--- config.mk ---
export PLATFORM = sky130hd
export DESIGN_NAME = mem_1r1w_rd_arbiter
export DESIGN_NICKNAME = d
export VERILOG_FILES = /design/src/rtl/mem_arb_pkg.sv /design/src/rtl/mem_arb_rr.sv /design/src/rtl/mem_1r1w_rd_arbiter.sv
export SDC_FILE = /design/constraint.sdc
export NUM_CORES = 1
export LEC_CHECK = 0
export BUFFER_PORTS_ARGS = -buffer_cell sky130_fd_sc_hd__buf_4
export CORE_MARGIN = 3
export CORE_UTILIZATION = 35
export CTS_CLUSTER_DIAMETER = 120
export DETAILED_ROUTE_END_ITERATION = 10
export PLACE_DENSITY = 0.68
export SLEW_MARGIN = 20
export SYNTH_ARGS = -nofsm -noshare
export SYNTH_HDL_FRONTEND = slang
export SYNTH_SLANG_ARGS = --single-unit
--- constraint.sdc ---
create_clock -name clock -period 8.97 [get_ports clock]
set_clock_uncertainty 0.15 [all_clocks]
set_input_delay 1.794 -clock clock [delete_from_list [all_inputs] [get_ports clock]]
set_output_delay 1.794 -clock clock [all_outputs]
set_load 0.01 [all_outputs]
--- src/rtl/mem_arb_pkg.sv ---
// Shared types and helpers for the 1R1W read-port arbiter.
package mem_arb_pkg;

  typedef enum logic [1:0] {
    IDLE,
    INFLIGHT,
    STALL
  } state_e;

  // Owner/pointer width is sized for the largest supported client count (8)
  // so every instance shares one owner type.
  localparam int N_RD_MAX = 8;
  localparam int OWNER_W  = (N_RD_MAX > 1) ? $clog2(N_RD_MAX) : 1;

  typedef logic [OWNER_W-1:0] owner_t;

  function automatic owner_t rr_next(input owner_t idx, input int n);
    if (int'(idx) + 1 >= n) return '0;
    return idx + owner_t'(1);
  endfunction

endpackage

--- src/rtl/mem_arb_rr.sv ---
// Combinational round-robin picker: first valid client at or after ptr_i.
module mem_arb_rr
  import mem_arb_pkg::*;
#(
  parameter int N_RD = 2
) (
  input  logic [N_RD-1:0] valid_i,
  input  owner_t          ptr_i,
  input  logic            en_i,
  output logic [N_RD-1:0] gnt_o,
  output owner_t          idx_o,
  output logic            any_o
);

  logic [N_RD-1:0] rot;
  logic            found;
  owner_t          idx;
  int              sum;

  // NOTE: every variable written here gets a default first, so no latch is inferred.
  always_comb begin
    rot   = N_RD'({valid_i, valid_i} >> ptr_i);
    found = 1'b0;
    idx   = '0;
    sum   = 0;
    if (en_i) begin
      for (int k = 0; k < N_RD; k++) begin
        if (!found && rot[k]) begin
          found = 1'b1;
          sum   = int'(ptr_i) + k;
          if (sum >= N_RD) sum = sum - N_RD;
          idx   = owner_t'(sum);
        end
      end
    end
  end

  always_comb begin
    gnt_o = '0;
    for (int j = 0; j < N_RD; j++) gnt_o[j] = found && (int'(idx) == j);
  end

  assign idx_o = idx;
  assign any_o = found;

endmodule

--- src/rtl/mem_1r1w_rd_arbiter.sv ---
// Round-robin sharing of a 1R1W memory read port among N_RD clients, with a skid for refused responses.
// Optional write-first collision bypass: define MEM_ARB_WR_BYPASS_EN.
module mem_1r1w_rd_arbiter
  import mem_arb_pkg::*;
#(
  parameter int N_RD   = 2,
  parameter int ADDR_W = 5,
  parameter int DATA_W = 64
) (
  input  logic                   clock,
  input  logic                   reset_n,
  input  logic [N_RD-1:0]        rd_req_valid,
  output logic [N_RD-1:0]        rd_req_ready,
  input  logic [N_RD*ADDR_W-1:0] rd_req_addr,
  output logic [N_RD-1:0]        rd_rsp_valid,
  input  logic [N_RD-1:0]        rd_rsp_ready,
  output logic [DATA_W-1:0]      rd_rsp_data,
  input  logic                   wr_valid,
  output logic                   wr_ready,
  input  logic [ADDR_W-1:0]      wr_addr,
  input  logic [DATA_W-1:0]      wr_data,
  output logic [ADDR_W-1:0]      R0_addr,
  output logic                   R0_en,
  input  logic [DATA_W-1:0]      R0_data,
  output logic [ADDR_W-1:0]      W0_addr,
  output logic                   W0_en,
  output logic [DATA_W-1:0]      W0_data
);

  state_e              state_q, state_d;
  owner_t              rr_ptr_q, rr_ptr_d;
  owner_t              owner_q, owner_d;
  logic [DATA_W-1:0]   skid_q, skid_d;
  logic [ADDR_W-1:0]   r0_addr_q;

  logic [N_RD-1:0]     owner_oh;
  logic                owner_rdy;
  logic                issue_ok;
  logic [N_RD-1:0]     gnt;
  owner_t              gnt_idx;
  logic                gnt_any;
  logic [ADDR_W-1:0]   sel_addr;
  logic [DATA_W-1:0]   inflight_data;

  // Writes bypass the arbiter entirely and are only masked while in reset.
  assign wr_ready = reset_n;
  assign W0_en    = wr_valid & reset_n;
  assign W0_addr  = wr_addr;
  assign W0_data  = wr_data;

  always_comb begin
    owner_oh  = '0;
    owner_rdy = 1'b0;
    for (int j = 0; j < N_RD; j++) begin
      owner_oh[j] = (int'(owner_q) == j);
      if (owner_oh[j]) owner_rdy = rd_rsp_ready[j];
    end
  end

  assign issue_ok = (state_q == IDLE) || ((state_q == INFLIGHT) && owner_rdy);

  mem_arb_rr #(.N_RD(N_RD)) u_rr (
    .valid_i (rd_req_valid),
    .ptr_i   (rr_ptr_q),
    .en_i    (issue_ok & reset_n),
    .gnt_o   (gnt),
    .idx_o   (gnt_idx),
    .any_o   (gnt_any)
  );

  always_comb begin
    sel_addr = '0;
    for (int j = 0; j < N_RD; j++) begin
      if (gnt[j]) sel_addr = rd_req_addr[j*ADDR_W +: ADDR_W];
    end
  end

`ifdef MEM_ARB_WR_BYPASS_EN
  logic              byp_hit_q;
  logic [DATA_W-1:0] byp_data_q;

  // A write landing on the granted read address wins: its data replaces the macro output.
  always_ff @(posedge clock or negedge reset_n) begin
    if (!reset_n) begin
      byp_hit_q  <= 1'b0;
      byp_data_q <= '0;
    end else if (gnt_any) begin
      byp_hit_q  <= W0_en && (W0_addr == R0_addr);
      byp_data_q <= W0_data;
    end
  end

  assign inflight_data = byp_hit_q ? byp_data_q : R0_data;
`else
  assign inflight_data = R0_data;
`endif

  always_comb begin
    state_d      = state_q;
    rr_ptr_d     = rr_ptr_q;
    owner_d      = owner_q;
    skid_d       = skid_q;
    rd_req_ready = gnt;
    R0_en        = gnt_any;
    R0_addr      = gnt_any ? sel_addr : r0_addr_q;
    rd_rsp_valid = '0;
    rd_rsp_data  = skid_q;

    if (gnt_any) begin
      owner_d  = gnt_idx;
      rr_ptr_d = rr_next(gnt_idx, N_RD);
    end

    unique case (state_q)
      IDLE: begin
        if (gnt_any) state_d = INFLIGHT;
      end
      INFLIGHT: begin
        rd_rsp_valid = owner_oh;
        rd_rsp_data  = inflight_data;
        if (owner_rdy) begin
          state_d = gnt_any ? INFLIGHT : IDLE;
        end else begin
          // The macro output is only valid for one cycle; park it so the response stays stable.
          state_d = STALL;
          skid_d  = inflight_data;
        end
      end
      STALL: begin
        rd_rsp_valid = owner_oh;
        if (owner_rdy) state_d = IDLE;
      end
      default: state_d = IDLE;
    endcase
  end

  // NOTE: sequential state uses non-blocking assignments so all registers update together.
  always_ff @(posedge clock or negedge reset_n) begin
    if (!reset_n) begin
      state_q   <= IDLE;
      rr_ptr_q  <= '0;
      owner_q   <= '0;
      skid_q    <= '0;
      r0_addr_q <= '0;
    end else begin
      state_q   <= state_d;
      rr_ptr_q  <= rr_ptr_d;
      owner_q   <= owner_d;
      skid_q    <= skid_d;
      r0_addr_q <= R0_addr;
    end
  end

endmodule

* Word-level counts from Yosys, hierarchy flattened
Index checks and enable logic that the tools add are counted.
Word-level totals: bits in read-only memories 0, latch bits 0, bits in writable memories 0, output and inout port bits 145, register bits 77, memories 0
Operators by class: muxes and demuxes 25, $mul 0, shift-type cells 1, reduce and logical (&&, ||, !) cells 12, order comparisons 3, bitwise operators 3, equality and inequality tests 6, add/subtract/negate cells 5, div/mod/pow operators 0
Operators with widths (count):
- 64-bit two-way mux | 1
- 3-bit two-way mux | 7
- 5-bit two-way mux | 3
- 1-bit two-way mux | 9
- 3-bit by 1-bit adder with 4-bit output (second input constant) | 2
- 4-bit by 2-bit greater-or-equal comparator with 1-bit output (second input constant) | 2
- 2-bit two-way mux | 4
- 3-bit by 2-bit == test with 1-bit output (second input constant) | 2
- 3-bit zero test | 2
- 2-bit one-hot mux with 3 select lines | 1
- 1-bit logical AND | 4
- 2-bit != test (second input constant) | 2
- 2-bit AND reduction | 2
- 4-bit by 3-bit >> shifter with 2-bit output | 1
- 3-bit by 1-bit adder with 3-bit output (second input constant) | 1
- 3-bit by 2-bit greater-or-equal comparator with 1-bit output (second input constant) | 1
- 3-bit by 2-bit subtractor with 3-bit output (second input constant) | 1
- 3-bit subtractor (second input constant) | 1
- 1-bit bitwise AND | 2
- 2-bit by 1-bit == test with 1-bit output (second input constant) | 1
- 2-bit == test (second input constant) | 1
- 2-bit zero test | 1
- 2-bit OR reduction | 1
- 1-bit zero test | 1
- 2 further kinds | 2

* Logic depth before layout (Yosys ltp)
Gate-level depths: netlist of the first run.
word-level depth 16, depth in mapped cells 10, mapped depth without buffers 10

* By module
From an unflattened synthesis of the first run, not the netlist that was laid out.
Second synthesis, totals: cell total of the unflattened synthesis 384, area total of the unflattened synthesis 4901.0 um^2
Modules (own cells, without submodules):
- mem_1r1w_rd_arbiter | cells each 344, area an instance 4608.2 um^2, seq. area each 1926.8 um^2, instances 1
- mem_arb_rr | cells each 40, area an instance 292.8 um^2, seq. area each 0.0 um^2, instances 1

* Worst setup path after synthesis of the first run
Ideal clock, no wire load.
path type input port to output port, start in reset_n, end out R0_addr[0], data arrival time 3.588 ns, slack 3.438 ns, stages on the path 6, path through and4bb_2 a22oi_2 a2111oi_0 ha_1 nand3_1 o221ai_1
On the way: longest elaborated chain between the ends 7, elaborated cells on any way between the ends 10, those cells by class eq/ne (1); mux (5); bitwise (1); reduce/logical (3)
RTL lines:
- start: declaration | line mem_1r1w_rd_arbiter.sv:11 | input logic reset_n,
- 1-bit bitwise AND (*) | line mem_1r1w_rd_arbiter.sv:65 | .en_i (issue_ok & reset_n),
- 3-bit two-way mux (*) | line mem_arb_rr.sv:26 | if (en_i) begin
- net gnt_idx[0] | line mem_1r1w_rd_arbiter.sv:40 | owner_t gnt_idx;
- 3-bit zero test | line mem_arb_rr.sv:40 | for (int j = 0; j < N_RD; j++) gnt_o[j] = found && (int'(idx) == j);
- 1-bit logical AND | line mem_arb_rr.sv:40
- 5-bit two-way mux | line mem_1r1w_rd_arbiter.sv:74 | if (gnt[j]) sel_addr = rd_req_addr[j*ADDR_W +: ADDR_W];
- 5-bit two-way mux (*) | line mem_1r1w_rd_arbiter.sv:74
- 5-bit two-way mux (*) | line mem_1r1w_rd_arbiter.sv:105 | R0_addr = gnt_any ? sel_addr : r0_addr_q;
- end: declaration | line mem_1r1w_rd_arbiter.sv:22 | output logic [ADDR_W-1:0] R0_addr,
The timed path passes the listed nets; every way through them passes the cells marked *.

* Worst setup path in the final report of the first run
start in reset_n, end out R0_addr[2]
Same word-level chain as after synthesis.

==> results of run 1 <==
## stage by stage
| stage | util, % | setup slack, ns |
|---|---|---|
| after floorplan | - | 3.438 |
| after global placement | 42.53 | 2.660 |
| after detailed placement | 42.53 | 2.541 |
| after CTS | 44.87 | 2.537 |
| after global routing | 44.88 | 2.456 |
| final | 44.88 | 2.776 |
## state kept, by name, summed over array words and instances (netlist names)
name / cells
owner_q: 3
skid_q: 64
state_q: 2
rr_ptr_q: 3
r0_addr_q: 5
## cell usage after synthesis (3+ instances only)
cell type / count / area [um2]
mux2_2: 128 / 1441
clkbuf_1: 9 / 33.78
ha_1: 12 / 150.1
nand2_1: 12 / 45.04
buf_4: 70 / 525.5
nor2_1: 5 / 18.77
dfrtp_1: 77 / 1927
o221ai_1: 5 / 43.79
a21oi_1: 7 / 35.03
inv_1: 19 / 71.32
o21ai_0: 3 / 15.01
buf_2: 7 / 35.03
## metal layers
layer	share of wire (%)	global-route usage (%)
met5	0	0
met4	1.5	5.312
met3	11	5.145
met2	50	21.69
met1	38	15.84
## worst register-to-register path, cell delays in order, from the launching register on
cell     delay [ns]
dfrtp_1        0.38
inv_1          0.10
ha_2           0.18
buf_4          0.65
nand2_2        0.68
buf_4          0.51
mux2_2         0.34
## how the worst max path moves through the flow
stage	start	end	slack [ns]	cells after the start
global route	reset_n	R0_addr[2]	2.46	9
detailed placement	reset_n	R0_addr[2]	2.54	8
global placement	reset_n	R0_addr[4]	2.66	9
floorplan	reset_n	R0_addr[0]	3.44	6
finish	reset_n	R0_addr[2]	2.78	8
CTS	reset_n	R0_addr[2]	2.54	8
## cells by family (layout without fill, tap and decap cells)
family / count (synthesis) / in the layout
AO/OA/AOI/OAI: 21 / 21
XOR/XNOR: 2 / 2
adder cells (fa/ha/maj): 12 / 12
buffers and inverters: 107 / 194
flip-flops: 77 / 77
multiplexers: 131 / 131
AND/OR/NAND/NOR: 35 / 35
## power by group through the flow
stage	Clock (W)	Combinational [W]	Sequential, W
after floorplan	0	0.000755	0.000583
after global placement	0	0.00113	0.000601
after detailed placement	0	0.00114	0.000608
after CTS	0.000368	0.00115	0.000605
after global routing	0.000384	0.00123	0.000625
final	0.000353	0.00113	0.000603
## cell type report
| cell class | instances | area [um2] | area share (%) |
|---|---|---|---|
| multi-input combinational | 201 | 2001 | 35.04 |
| clock buffer | 15 | 297.8 | 5.216 |
| inverter | 20 | 75.07 | 1.315 |
| tap | 172 | 215.2 | 3.769 |
| timing repair buffer | 159 | 1194 | 20.91 |
| sequential | 77 | 1927 | 33.75 |
==> metrics, run 1 <==
Post-synth EDFFs=0; status=completed; number of global-route vias before repair=3069; WHS Endpoint=r0_addr_q[3]$_DFF_PN0_; fin crit share=69.06%; max-slew violation count=0; Port-buffer cells=~160; multiplexer share of the synthesized area=32.08%; Tot Pwr=0.002084 W; CTS sink cnt=77; Residual DRC=0; Placeable Area=0.01272 mm2; Leak Pwr=2.687 nW; htree depth=3; Die Area=0.01456 mm2; maximum vdd drop=around 0.16 mV; ys async rst share=100.0%; first-pass GRT wire length=15510 um; Post-Synth XOR/XNOR Area=0.3806%; Iter 0 DRT Violations=68; clock slew at reported path FFs=0.05 ns; setup_tns=0 ns; worst reg2reg endpoint=skid_q[26]$_DFFE_PN0P_; Total Routing Usage GR=13.33%; Worst Path Buf+Inv=2; Overflow after GRT=0; Net Sw Power=0.0006736 W; fin nets=630; Mapped Cells=385; commonest non-fill, non-tap cells in the layout=159 x buf_4, 128 x mux2_2, 77 x dfrtp_1, 19 x inv_1; post-route cell area=0.005709 mm2; Ant. Diodes=0; Hold Path Class=reg -> reg; Worst Path Arrival=around 4.3 ns; FF-to-FF Start=state_q[1]$_DFFE_PN0P_; Critical Path RT=7.03 ns; Routed WL=10110 um; flops & latches, synth=77; hold path depth=2; Site Rows=41; First-pass DRT Iterations=4; unrepaired setup endpoints after global routing=false; compound-cell area share of the yosys netlist=between 3 and 4%; clk_lat worst skew=around 0.33 ns; Yosys cell types=38; biggest cell delay along the critical path=~0.73 ns; worst r2r path cells=6; vias per cell=4.702; Post-Layout Cell Count=644; Cell Area, Synth=0.004602 mm2; area grow syn2layout=24.06%; most frequent CP cell=buf_4; Post-CTS Setup Inserts=0; DR WL/cell=around 16 um; Net Count, Synth=547; Yosys warning count=0; Worst setup SP type=input pin; main flop type after synthesis=dfrtp_1; width of the die=between 100 and 150 um; post-detail-place hpwl=7713 um; clock buffer depth=2; via count=3028; CTS tree=done; syn avg cell area=11.95 um2; dpl cell area=0.005410 mm2; combinational family with the most area after synthesis=multiplexers; placed cells=629; min-delay src=r0_addr_q[3]$_DFF_PN0_; Net Sw Frac=32.32%; slew margin rel.=40.50%; R2R Setup Slk=5.87 ns; slowest CP cell=a2111oi_1; Largest delay share family, worst path=compound AO/OA/AOI/OAI gates; Least-Margin Pin Slew=0.8902 ns; critical setup path kind=in -> out; Critical Path Sink Type=output pin; Final Hold Fails=0; Setup-failing EPs final=0; most common cell after layout, fill and taps aside=buf_4; Max Cap Violations=0; worst-path cell chain=buf_4 > and4bb_2 > a22oi_2 > a2111oi_1 > ha_1 > nand3_1 > o221ai_1 > buf_4; Sequential Power Share=29.0%; CTS Root Cell=clkbuf_16; initial core utilization=36.17%; Resized cells post-CTS=0; Post-Synth Adder-Cell Area=3.263%; IO Count=295; internal power=0.001410 W; Routability Congestion=about 0.8; Seq/Total Area, Yosys=between 40% and 50%; Fillers=1214; number of routed nets with antenna violations=0; combinational share of power=54.1%; crit path max fanout=30; Peak Freq=approximately 160 MHz; ratio of cells with drive above 1 in the final layout=66.10%; largest net degree at the start of global routing=66; Inserted Clock Buffers=9; Synth Area in Simple Gates=4.323%; Clock power frac=16.9%; Final min period=roughly 6.2 ns; die span in y=120.7 um; # hold bufs at CTS=0; initial antenna violation count=0; Pwr Density=365.0 mW/mm2; final hold slack=approximately 0.34 ns
Power figures use the tool's default switching activity.
==> inputs of run 2 (changes only) <==
Clock period 8.97 ns to 5.9 ns, I/O delays scaled along.
==> metrics, run 2 (synthesized netlist as in run 1, its figures left out) <==
critical setup path kind=in -> out; max-slew violation count=0 (unchanged); status=completed; Critical Path Sink Type=output pin; Sequential Power Share=28.4% (-0.6 points); Critical Path RT=4.57 ns (-2.46 ns); via count=3049 (+0.69%); most common cell after layout, fill and taps aside=buf_4; Final Hold Fails=0 (unchanged); Setup-failing EPs final=0 (unchanged); Port-buffer cells=156 (unchanged); unrepaired setup endpoints after global routing=false; slew margin rel.=43.87% (+3.4 points); maximum vdd drop=0.2119 mV (+30%); crit path max fanout=5 (-83%); clock slew at reported path FFs=0.06 ns (about the same); Post-Layout Cell Count=645 (+0.16%); internal power=0.002182 W (+55%); CTS Root Cell=clkbuf_16; initial core utilization=36.17% (unchanged); Fillers=1206 (-0.66%); Clock power frac=18.0% (+1.1 points); Least-Margin Pin Slew=0.8420 ns (-0.04824 ns); setup_tns=0 ns (unchanged); Peak Freq=207.2 MHz; Residual DRC=0 (unchanged); number of routed nets with antenna violations=0 (unchanged); placed cells=630 (+0.16%); fin nets=631 (+0.16%); CTS sink cnt=77 (unchanged); vias per cell=4.727 (+0.54%); area grow syn2layout=24.55%; Inserted Clock Buffers=9 (unchanged); Routability Congestion=0.8467 (+5.5%); Net Sw Power=0.001040 W (+54%); ratio of cells with drive above 1 in the final layout=66.38% (+0.28 points); Leak Pwr=2.703 nW (+0.58%); # hold bufs at CTS=0 (unchanged); Resized cells post-CTS=0 (unchanged); combinational share of power=53.6% (-0.5 points); top flop regs=skid_q x64, r0_addr_q x5; DR WL/cell=16.16 um (+2.9%); Biggest register=skid_q; Final min period=4.827 ns; Routed WL=10420 um (+3.0%); Die Area=0.01456 mm2 (unchanged); number of flip-flops under the largest register name=64 (unchanged); Ant. Diodes=0 (unchanged); post-detail-place hpwl=7991 um (+3.6%); Total Routing Usage GR=13.87% (+0.55 points); Tot Pwr=0.003222 W (+55%); Net Sw Frac=32.28% (-0.042 points); clk_lat worst skew=0.33 ns (about the same); IO Count=295 (unchanged); Post-CTS Setup Inserts=0 (unchanged); commonest non-fill, non-tap cells in the layout=160 x buf_4, 128 x mux2_2, 77 x dfrtp_1, 19 x inv_1; Placeable Area=0.01272 mm2 (unchanged); first-pass GRT wire length=16060 um (+3.6%); First-pass DRT Iterations=2 (-2); Iter 0 DRT Violations=60 (-12%); Worst setup SP type=input pin; Hold Path Class=reg -> reg; Max Cap Violations=0 (unchanged); Overflow after GRT=0 (unchanged); largest net degree at the start of global routing=66 (unchanged); clock buffer depth=2 (unchanged); number of global-route vias before repair=3179 (+3.6%); width of the die=120.7 um (unchanged); die span in y=120.7 um (unchanged); fin crit share=81.82%; final hold slack=0.3414 ns (+0.004791 ns); initial antenna violation count=0 (unchanged); CTS tree=done; Pwr Density=562.2 mW/mm2 (+54%); htree depth=3 (unchanged); Worst Path Arrival=3.50 ns (-0.75 ns); Site Rows=41 (unchanged)
## run 2: power groups by stage
stage	sequential (W)	clock [W]	combinational (W)
after floorplan	0.000886	0	0.00115
after global placement	0.000912	0	0.00172
after detailed placement	0.000924	0	0.00175
after CTS	0.000917	0.000603	0.00176
after global routing	0.000950	0.000627	0.00188
final	0.000916	0.000581	0.00173
## run 2: stage by stage
| step | setup WS [ns] | cell area, um2 | utilization [%] |
|---|---|---|---|
| 2_1_floorplan | 1.596 | 4602 | - |
| 3_3_place_gp | 1.250 | 5418 | 42.58 |
| 3_5_place_dp | 1.075 | 5418 | 42.58 |
| 4_1_cts | 1.062 | 5732 | 45.05 |
| 5_1_grt | 0.8307 | 5732 | 45.05 |
| 6_report | 1.073 | 5732 | 45.05 |
## run 2: cell type report
cell class | instances | area [um2] | share of cell area, %
multi-input combinational | 201 | 1999 | 34.88
sequential | 77 | 1927 | 33.62
timing repair buffer | 160 | 1201 | 20.96
clock buffer | 10 | 239.0 | 4.169
tap | 172 | 215.2 | 3.755
clock inverter | 5 | 75.07 | 1.310
inverter | 20 | 75.07 | 1.310
## run 2: per-layer routing
layer | vias to the layer above | routed length (um) | global-route usage (%)
li1 | 1428 | - | -
met1 | 1448 | 3925 | 15.22
met2 | 162 | 5251 | 24.00
met3 | 11 | 1092 | 5.426
met4 | 0 | 150 | 5.595
met5 | - | 0 | 0
## run 2: worst max-delay path: stages
cell and delay [ns]:
buf_4 0.12, or3b_2 0.43, a21oi_1 0.21, nand3_1 0.12
a21oi_1 0.27, inv_1 0.13, ha_1 0.21, nand4b_1 0.31
o221ai_1 0.34, buf_4 0.18
## run 2: worst paths after layout
check | startpoint | to | slack (ns) | depth (start not counted)
setup / recovery | rd_req_valid[0] | R0_addr[4] | 1.07 | 10
max in group asynchronous | reset_n | skid_q[48]$_DFFE_PN0P_ | 3.97 | 2
min in group asynchronous | reset_n | owner_q[0]$_DFFE_PN0N_ | 0.59 | 1
hold reg to reg | r0_addr_q[0]$_DFF_PN0_ | r0_addr_q[0]$_DFF_PN0_ | 0.34 | 2
hold / removal | r0_addr_q[0]$_DFF_PN0_ | r0_addr_q[0]$_DFF_PN0_ | 0.34 | 2
setup reg to reg | state_q[1]$_DFFE_PN0P_ | skid_q[20]$_DFFE_PN0P_ | 2.80 | 6
==> inputs of run 3 (changes only) <==
Settings changed: PLACE_DENSITY 0.68 to 0.71.
Clock period 5.9 ns to 3.9 ns, I/O delays scaled along.
==> metrics, run 3 (synthesized netlist as in run 1, its figures left out) <==
status=completed; Worst setup SP type=input pin; crit path max fanout=5 (unchanged); max-slew violation count=0 (unchanged); end-of-flow core utilization=45.62% (+0.57 points); most frequent CP cell=buf_4; Peak Freq=263.5 MHz; slew margin rel.=42.62% (-1.2 points); top flop regs=skid_q x64, r0_addr_q x5; Biggest register=skid_q; Iter 0 DRT Violations=90 (+50%); maximum vdd drop=0.4100 mV (+93%); Ant. Diodes=0 (unchanged); Largest delay share family, worst path=simple AND/OR/NAND/NOR gates; largest net degree at the start of global routing=66 (unchanged); Setup-failing EPs final=0 (unchanged); post-route cell area=0.005804 mm2 (+1.3%); CTS tree=done; Sequential Power Share=28.1% (-0.3 points); Overflow after GRT=0 (unchanged); CTS sink cnt=77 (unchanged); Routed WL=10550 um (+1.3%); dpl cell area=0.005440 mm2 (+0.42%); Worst Path Buf+Inv=4 (+1); Routability Congestion=0.8154 (-3.7%); Die Area=0.01456 mm2 (unchanged); ratio of cells with drive above 1 in the final layout=67.71% (+1.3 points); Place WS=0.04716 ns (-1.028 ns); DR WL/cell=16.26 um (+0.65%); final hold slack=0.2637 ns (-0.07778 ns); vias per cell=4.721 (-0.13%); Site Rows=41 (unchanged); Clock power frac=18.7% (+0.7 points); critical setup path kind=in -> out; biggest cell delay along the critical path=0.45 ns (+0.02 ns); Tot Pwr=0.004953 W (+54%); internal power=0.003368 W (+54%); Least-Margin Pin Slew=0.8607 ns (+0.01871 ns); most common cell after layout, fill and taps aside=buf_4; number of flip-flops under the largest register name=64 (unchanged); clock slew at reported path FFs=0.06 ns (about the same); First-pass DRT Iterations=4 (+2); Net Sw Power=0.001586 W (+52%); clk_lat worst skew=0.33 ns (about the same); # hold bufs at CTS=0 (unchanged); worst reg2reg endpoint=rr_ptr_q[0]$_DFFE_PN0N_; R2R Setup Slk=1.24 ns (-1.56 ns); Placeable Area=0.01272 mm2 (unchanged); Critical Path RT=2.97 ns (-1.60 ns); combinational share of power=53.2% (-0.4 points); Worst Path Arrival=2.86 ns (-0.64 ns); htree depth=3 (unchanged); Residual DRC=0 (unchanged); number of global-route vias before repair=3199 (+0.63%); CTS Root Cell=clkbuf_16; Total Routing Usage GR=13.92% (+0.051 points); number of routed nets with antenna violations=0 (unchanged); clock buffer depth=2 (unchanged); Inserted Clock Buffers=9 (unchanged); initial antenna violation count=0 (unchanged); width of the die=120.7 um (unchanged); Pwr Density=853.4 mW/mm2 (+52%); area grow syn2layout=26.13%; via count=3064 (+0.49%); first-pass GRT wire length=16020 um (-0.26%); worst-path cell chain=buf_4 > or3b_2 > a21oi_2 > nand3_1 > a21oi_2 > inv_1 > ha_1 > nand4b_1 > buf_4 > o221ai_1 > buf_4; worst r2r path cells=10 (+4); fin nets=635 (+0.63%); die span in y=120.7 um (unchanged); Final min period=3.794 ns; FF-to-FF Start=state_q[1]$_DFFE_PN0P_; Final Hold Fails=0 (unchanged); Max Cap Violations=0 (unchanged); Leak Pwr=2.727 nW (+0.91%); IO Count=295 (unchanged); Hold Path Class=in -> async; Critical Path Sink Type=output pin; fin crit share=97.29%; Port-buffer cells=156 (unchanged); Net Sw Frac=32.01% (-0.27 points); commonest non-fill, non-tap cells in the layout=164 x buf_4, 128 x mux2_2, 76 x dfrtp_1, 19 x inv_1; slowest CP cell=or3b_2; post-detail-place hpwl=7923 um (-0.84%); final worst slack=0.1055 ns (-0.9674 ns); initial core utilization=36.17% (unchanged)
run 3: changes by cell type in the layout (fill, tap and decap cells not counted), sizes merged:
cell    change
clkinv      -1
buf         +4
bufinv      +1
run 3: metal layers:
| layer | routed length (um) | global-route usage [%] | share of wire, % | vias to the layer above |
|---|---|---|---|---|
| li1 | - | - | - | 1430 |
| met1 | 4024 | 15.46 | 38 | 1442 |
| met2 | 5283 | 23.93 | 50 | 174 |
| met3 | 1053 | 5.239 | 10 | 18 |
| met4 | 192 | 5.807 | 1.8 | 0 |
| met5 | 0 | 0 | 0 | - |
run 3: how the worst max path moves through the flow:
| stage | start | endpoint | slack [ns] | cells after the start |
|---|---|---|---|---|
| 2_1_floorplan | reset_n | R0_addr[0] | 0.40 | 6 |
| 5_1_grt | rd_req_valid[0] | R0_addr[3] | -0.002 | 11 |
| 6_report | rd_req_valid[0] | R0_addr[4] | 0.11 | 11 |
| 4_1_cts | rd_req_valid[0] | R0_addr[4] | 0.01 | 10 |
| 3_3_place_gp | rd_req_valid[0] | R0_addr[0] | 0.12 | 10 |
| 3_5_place_dp | rd_req_valid[0] | R0_addr[4] | 0.05 | 10 |
run 3: per-stage QoR:
stage / std cells / setup TNS [ns]
after global placement: 633 / 0
final: 649 / 0
after detailed placement: 633 / 0
after floorplan: 385 / 0
after global routing: 649 / -0.001650
after CTS: 648 / 0
run 3: area by class of cell:
type | count | area [um2]
clock buffers | 10 | 229.0
clock inverters | 5 | 100.1
fillers | 1164 | 6918
inverters | 20 | 75.07
multi-input cells | 201 | 2026
flip-flops and latches | 77 | 1928
well taps | 172 | 215.2
repair buffers | 164 | 1231
run 3: what timing repair did:
item | in CTS | in global routing
gates resized for setup | 0 | 7
buffers inserted | 0 | 1
endpoints found under the setup margin | 0 | 5
run 3: power groups by stage:
stage          clock (W)  sequential [W]  combinational [W]
4_1_cts         0.000961         0.00139            0.00267
3_5_place_dp           0         0.00140            0.00265
6_report        0.000927         0.00139            0.00263
3_3_place_gp           0         0.00138            0.00261
2_1_floorplan          0         0.00134            0.00174
5_1_grt         0.000998         0.00144            0.00285
